File: src/rtl/mem_dbus_ctrl.sv
// MEM-stage data-bus controller: issues one SRAM-like bus transaction per load/store,
// stalls the pipeline while it is in flight, and aligns/extends the load result.
module mem_dbus_ctrl (
    input  logic        clk_i,
    input  logic        rst_i,
    input  logic        flush_i,
    input  logic        stall_i,
    input  logic        mem_rmem_i,
    input  logic        mem_wmem_i,
    input  logic [2:0]  mem_op_i,
    input  logic [31:0] mem_addr_i,
    input  logic [31:0] mem_wdata_i,
    output logic        data_req_o,
    output logic        data_wr_o,
    output logic [1:0]  data_size_o,
    output logic [31:0] data_addr_o,
    output logic [31:0] data_wdata_o,
    input  logic        data_addr_ok_i,
    input  logic        data_data_ok_i,
    input  logic [31:0] data_rdata_i,
    output logic        stall_req_o,
    output logic [31:0] load_data_o,
    output logic        exc_adel_o,
    output logic        exc_ades_o,
    output logic [31:0] badvaddr_o
);

    localparam logic [2:0] ST_IDLE   = 3'd0;
    localparam logic [2:0] ST_REQ    = 3'd1;
    localparam logic [2:0] ST_WAIT   = 3'd2;
    localparam logic [2:0] ST_DONE   = 3'd3;
    localparam logic [2:0] ST_CANCEL = 3'd4;

    localparam logic [2:0] OP_LB  = 3'd0;
    localparam logic [2:0] OP_LBU = 3'd1;
    localparam logic [2:0] OP_LH  = 3'd2;
    localparam logic [2:0] OP_LHU = 3'd3;
    localparam logic [2:0] OP_LW  = 3'd4;
    localparam logic [2:0] OP_SB  = 3'd5;
    localparam logic [2:0] OP_SH  = 3'd6;
    localparam logic [2:0] OP_SW  = 3'd7;

    logic [2:0]  state;
    logic [2:0]  state_next;
    logic [31:0] rdata_q;
    logic        access;
    logic        is_half;
    logic        is_word;
    logic        misaligned;
    logic        aligned_access;
    logic        capture;
    logic [7:0]  lane_byte;
    logic [15:0] lane_half;

    assign access         = (mem_rmem_i | mem_wmem_i) & ~flush_i;
    assign is_half        = (mem_op_i == OP_LH) | (mem_op_i == OP_LHU) | (mem_op_i == OP_SH);
    assign is_word        = (mem_op_i == OP_LW) | (mem_op_i == OP_SW);
    assign misaligned     = (is_half & mem_addr_i[0]) | (is_word & (mem_addr_i[1:0] != 2'b00));
    assign aligned_access = access & ~misaligned;

    assign exc_adel_o = access & mem_rmem_i & misaligned;
    assign exc_ades_o = access & mem_wmem_i & misaligned;
    assign badvaddr_o = mem_addr_i;

    // NOTE: every variable written in always_comb gets a default first, so no path can infer a latch.
    always_comb begin
        state_next = state;
        case (state)
            ST_IDLE: if (aligned_access) state_next = ST_REQ;
            ST_REQ: begin
                if (data_addr_ok_i) begin
                    if (data_data_ok_i) state_next = flush_i ? ST_IDLE : ST_DONE;
                    else                state_next = flush_i ? ST_CANCEL : ST_WAIT;
                end else if (flush_i) begin
                    state_next = ST_IDLE;
                end
            end
            ST_WAIT: begin
                if (data_data_ok_i) state_next = flush_i ? ST_IDLE : ST_DONE;
                else if (flush_i)   state_next = ST_CANCEL;
            end
            // Holding in DONE while stalled keeps the same instruction from being reissued.
            ST_DONE:   if (!stall_i || flush_i) state_next = ST_IDLE;
            ST_CANCEL: if (data_data_ok_i) state_next = ST_IDLE;
            default:   state_next = ST_IDLE;
        endcase
    end

    assign capture = data_data_ok_i & ~flush_i &
                     (((state == ST_REQ) & data_addr_ok_i) | (state == ST_WAIT));

    // NOTE: sequential state uses non-blocking assignments so all registers update from pre-edge values.
    always_ff @(posedge clk_i or negedge rst_i) begin
        if (!rst_i) begin
            state   <= ST_IDLE;
            rdata_q <= 32'h0;
        end else begin
            state <= state_next;
            if (capture) rdata_q <= data_rdata_i;
        end
    end

    assign data_req_o  = (state == ST_REQ);
    assign data_addr_o = mem_addr_i;
    assign data_wr_o   = (mem_op_i == OP_SB) | (mem_op_i == OP_SH) | (mem_op_i == OP_SW);
    assign stall_req_o = ((state == ST_IDLE) & aligned_access) | (state == ST_REQ) |
                         (state == ST_WAIT) | ((state == ST_CANCEL) & access);

    always_comb begin
        data_size_o  = 2'd2;
        data_wdata_o = mem_wdata_i;
        case (mem_op_i)
            OP_LB, OP_LBU: data_size_o = 2'd0;
            OP_LH, OP_LHU: data_size_o = 2'd1;
            OP_SB: begin
                data_size_o  = 2'd0;
                data_wdata_o = {4{mem_wdata_i[7:0]}};
            end
            OP_SH: begin
                data_size_o  = 2'd1;
                data_wdata_o = {2{mem_wdata_i[15:0]}};
            end
            default: data_size_o = 2'd2;
        endcase
    end

    // Little-endian lane select from the captured word.
    always_comb begin
        case (mem_addr_i[1:0])
            2'd0:    lane_byte = rdata_q[7:0];
            2'd1:    lane_byte = rdata_q[15:8];
            2'd2:    lane_byte = rdata_q[23:16];
            default: lane_byte = rdata_q[31:24];
        endcase
        lane_half = mem_addr_i[1] ? rdata_q[31:16] : rdata_q[15:0];
        case (mem_op_i)
            OP_LB:   load_data_o = {{24{lane_byte[7]}}, lane_byte};
            OP_LBU:  load_data_o = {24'h0, lane_byte};
            OP_LH:   load_data_o = {{16{lane_half[15]}}, lane_half};
            OP_LHU:  load_data_o = {16'h0, lane_half};
            default: load_data_o = rdata_q;
        endcase
    end

endmodule

File: config.mk
export PLATFORM = sky130hd
export DESIGN_NAME = mem_dbus_ctrl
export DESIGN_NICKNAME = d
export VERILOG_FILES = /design/src/rtl/mem_dbus_ctrl.sv
export SDC_FILE = /design/constraint.sdc
export NUM_CORES = 1
export LEC_CHECK = 0
export CORE_MARGIN = 2
export CORE_UTILIZATION = 36
export DETAILED_ROUTE_END_ITERATION = 8
export PLACE_DENSITY = 0.88
export SYNTH_ARGS = -nofsm -noshare
export SYNTH_HDL_FRONTEND = slang
export SYNTH_SLANG_ARGS = --single-unit
export TNS_END_PERCENT = 1
File: constraint.sdc
create_clock -name clk_i -period 2.2 [get_ports clk_i]
set_input_delay 0.44 -clock clk_i [delete_from_list [all_inputs] [get_ports clk_i]]
set_output_delay 0.44 -clock clk_i [all_outputs]
set_load 0.005 [all_outputs]
# Word-level counts from Yosys, hierarchy flattened
# Cells that the tools add are included.
[classes]
eq_ne = 18
muxes = 16
n_bitwise = 26
reduce_logical = 9
[op_table]
columns = ["op", "n"]
rows = [
  ["32-bit case mux with 4 select lines", 1],
  ["32-bit case mux with 2 select lines", 1],
  ["3-bit two-way mux", 9],
  ["8-bit case mux with 3 select lines", 1],
  ["16-bit two-way mux", 1],
  ["3-bit == test (second input constant)", 5],
  ["3-bit case mux with 5 select lines", 1],
  ["1-bit AND", 13],
  ["3-bit by 2-bit == test with 1-bit output (second input constant)", 4],
  ["1-bit OR", 11],
  ["3-bit by 1-bit == test with 1-bit output (second input constant)", 2],
  ["3-bit logical NOT", 2],
  ["2-bit != test (second input constant)", 3],
  ["3-bit OR reduction", 2],
  ["5-bit AND reduction", 1],
  ["2-bit case mux with 2 select lines", 1],
  ["3-bit by 2-bit != test with 1-bit output (second input constant)", 1],
  ["3-bit != test (second input constant)", 1],
  ["2-bit by 1-bit == test with 1-bit output (second input constant)", 1],
  ["2-bit == test (second input constant)", 1],
  ["2-bit logical NOT", 1],
  ["2-bit two-way mux", 1],
  ["1-bit NOT", 2],
  ["2-bit nonzero test", 1],
  ["2 further kinds", 2],
]
[word_totals]
register_bits = 35
in_bits = 107
output_inout_bits = 135

# Depth between registers and ports, before layout
[logic_depth]
depth_word = 11
ltp_mapped = 6
ltp_nobuf = 4

# Least setup slack after synthesis
# OpenSTA, ideal clock, no wires.
[synth_timing]
kind = "input to output"
from = "input mem_addr_i[0]"
to = "output load_data_o[2]"
arrival_ns = 1.373
setup_slack_ns = 0.387
cell_stages = 3
n_path_buf = 1
cell_sequence = "buf_2 mux4_2 o221a_2"
[synth_between]
elab_chain_len = 3
elab_cells_between_ends = 5
classes_between = "eq/ne: 2; mux: 2; reduce/logical: 1"
[synth_lines]
columns = ["element", "line", "text"]
rows = [
  ["start: declaration", "11", "input logic [31:0] mem_addr_i,"],
  ["2-bit == test (tied with other cells)", "129", "case (mem_addr_i[1:0])"],
  ["8-bit case mux with 3 select lines (*)", "129", ""],
  ["32-bit case mux with 4 select lines (*)", "136", "case (mem_op_i)"],
  ["end: declaration", "22", "output logic [31:0] load_data_o,"],
]
# Mark *: on every way between the ends. The rest lies on a longest branch, timed or not.

# Worst setup path in the final report
[layout_timing]
from = "input mem_addr_i[1]"
to = "output load_data_o[27]"
[layout_between]
elab_chain_len = 3
elab_cells_between_ends = 6
classes_between = "eq/ne: 2; mux: 3; reduce/logical: 1"
[layout_lines]
columns = ["element", "line"]
rows = [
  ["2-bit == test (tied with other cells)", "129"],
  ["8-bit case mux with 3 select lines", "129"],
  ["32-bit case mux with 4 select lines (*)", "136"],
]
# Marked as above.

==> flow_summary.json <==
{
  "synth_top_area_frac": 0.2514,
  "antennaDiodeCount": 0,
  "rrSetupSlack_ns": 0.50,
  "final_cell_mix": "clkdlybuf4s50_1, buf_4, nand2_1",
  "area_delta_synth_final_pct": 47.59,
  "routed-wl-met2_mm": 5.692,
  "reg2regPathDepth": 5,
  "grt_pass1_vias": 3319,
  "drv_cap": 0,
  "end_kind": "output pin",
  "drive_gt1_frac": 0.3539,
  "htreeDepth": 2,
  "die_area_um2": 10480,
  "relSlewSlack": 0.6975,
  "r2r_end": "rdata_q[3]",
  "num_io_pins": 242,
  "ys_ff_latch": 35,
  "status": "finished, violations left",
  "yosysTopAreaCell": "dfrtp_1",
  "dr.pass1.iters": 4,
  "period_share": 1.076,
  "cts_max_path_buffers": 2,
  "path_cells": "buf_4, buf_6, mux2i_4, a22oi_1, nand2_1, buf_4, nand2_1, clkdlybuf4s50_1",
  "synth_cell_types": 46,
  "cts_tree": "yes",
  "drtIter0Drc": 244,
  "portBuffers": 151,
  "synth-async-reset-ratio": 1.000,
  "core_um2": 9328,
  "viasPerCell": 5.236,
  "synth-edff-count": 0,
  "grt-ovfl-total": 0,
  "hold_viol_final": 0,
  "rsz0062_at_grt": "true",
  "syn_inst": 379,
  "root_buffer": "clkbuf_8",
  "slowest_stage": "clkdlybuf4s50_1",
  "syn_nets": 486,
  "die_w_um": 102.4,
  "wl_met1_mm": 4.633,
  "wl_mm": 11.67,
  "nets": 609,
  "rows": 35,
  "yosysSeqAreaShare": 0.2514,
  "slew_viol_final": 0,
  "pwr_density_cell_nw_per_um2": 809.5,
  "ant_nets": 0,
  "fmax_mhz": 422.5,
  "endpoint": "load_data_o[27]",
  "synth_area_um2": 3483,
  "reg2reg_from": "state[2]",
  "grt_max_degree": 36,
  "setup_viol": 10,
  "grt_pass1_wl_mm": 17.75,
  "cp.arrival_ns": 1.93,
  "clkTransAtPathRegs_ns": 0.08,
  "dpl.hpwl_mm": 9.269,
  "dp_cells": 617,
  "highest_layer": "met4",
  "critPathRequiredTime_ns": 1.76,
  "p_leak_nw": 2.398,
  "die-height_um": 102.4,
  "fin_cells": 632,
  "tightest_slew_ns": 0.4538,
  "gp_congestion": 0.8964,
  "startpoint_type": "primary input",
  "cp_max_fo": 6,
  "post-route-drc-count": 0,
  "postCtsHoldBufs": 0,
  "power_mw": 4.162,
  "final_common_cell": "clkdlybuf4s50_1",
  "fin_skew_ns": 0.01123,
  "min_period_ns": 2.367,
  "synth.avg_cell_area_um2": 9.191,
  "clock-sinks": 35,
  "synth_warnings": 0,
  "crit_type": "in2out",
  "layout_setup_ws_ns": -0.1667,
  "fin_tns_setup_ns": -0.7856,
  "startpoint": "mem_addr_i[1]",
  "violations": "negative setup slack",
  "hold_class": "in2async",
  "wl_met3_mm": 1.008,
  "clk_latency_ns": 0.30,
  "wl_per_cell_um": 18.47,
  "ys_dominant_reg_cell": "dfrtp_1",
  "start_util": 0.3734,
  "slowest_delay_ns": 0.50,
  "cts_made_buffers": 5,
  "vias": 3309,
  "synth.area.top_cells": "dfrtp_1, buf_4, mux2_2, mux2_4, nand2_1",
  "peakVddDrop_v": 0.0004512,
  "antenna_found_initial": 0,
  "grt_use_total": 0.2171
}
## logic make-up (layout without fill, tap and decap cells)
family                 after synthesis  count (layout)  synth area share
AND/OR/NAND/NOR                     95              95            0.1272
flip-flops                          35              35            0.2514
multiplexers                        58              58            0.2342
XOR/XNOR                             2               2          0.005030
AO/OA/AOI/OAI                       77              77            0.1652
buffers and inverters              112             236            0.2169
## flip-flops by register name, indices dropped and copies added, names as in the netlist
register and flops:
rdata_q 32, state 3
## power breakdown
part | switching [mW] | internal, mW | total (mW)
registers | 0.323 | 0.948 | 1.27
clock network | 0.261 | 0.256 | 0.516
logic | 0.889 | 1.49 | 2.37
## worst max-delay path: cells and delay by family
family	cells	cell delay [ns]
buf+inv	4	0.94
mux	1	0.18
simple gates	2	0.18
compound gates	1	0.18
## layer usage
metal / global-route usage / up-vias
li1: - / 1523
met1: 0.2859 / 1556
met2: 0.3507 / 196
met3: 0.04446 / 34
met4: 0.08513 / 0
met5: 0 / -
## final cells by class
cell class	count	area (µm²)
timing repair buffer	216	2014
inverter	12	45.04
fill	805	4187
clock buffer	6	82.58
clock inverter	2	16.27
sequential	35	878.3
multi-input combinational	232	1943
tap	129	161.4
## synth_stat cells (2+ instances only)
cell type,n
buf_4,74
nand2_1,55
dfrtp_1,35
mux2_2,28
mux2_4,20
buf_2,16
o22ai_1,16
nor2_1,14
a21oi_1,11
inv_1,11
a22oi_1,10
o21ai_0,9
a31oi_1,8
mux4_2,8
or3_1,8
o211ai_2,7
o221a_2,7
buf_6,5
clkbuf_1,4
nor3b_1,3
a22o_1,2
mux2i_1,2
nand3_1,2
nor3_1,2
## worst min-delay path by stage
stage                      from           to  slack [ns]
finish                    rst_i  rdata_q[14]        0.55
global route              rst_i  rdata_q[14]        0.59
CTS                       rst_i  rdata_q[29]        0.57
detailed placement  rdata_q[11]  rdata_q[11]        0.57
global placement     rdata_q[4]   rdata_q[4]        0.55
floorplan                 rst_i   rdata_q[0]        0.14
## stage by stage
step / hold slack, ns / area, µm² / utilization / worst slack, ns
detailed placement: 0.5689 / 4926 / 0.5281 / -0.6986
finish: 0.5507 / 5141 / 0.5512 / -0.1667
global placement: 0.5547 / 4926 / 0.5281 / -0.6638
CTS: 0.5674 / 5105 / 0.5473 / -0.1691
floorplan: 0.1444 / 3483 / - / 0.3873
global route: 0.5933 / 5141 / 0.5512 / -0.2566
## what timing repair did
item / CTS / global route
gates cloned: 1 / 0
endpoints found under the hold margin: 0 / 0
endpoints found under the setup margin: 64 / 38
pin swaps: 8 / 2
buffers inserted: 6 / 0
gates resized for setup: 104 / 26
Power figures use the tool's default switching activity.
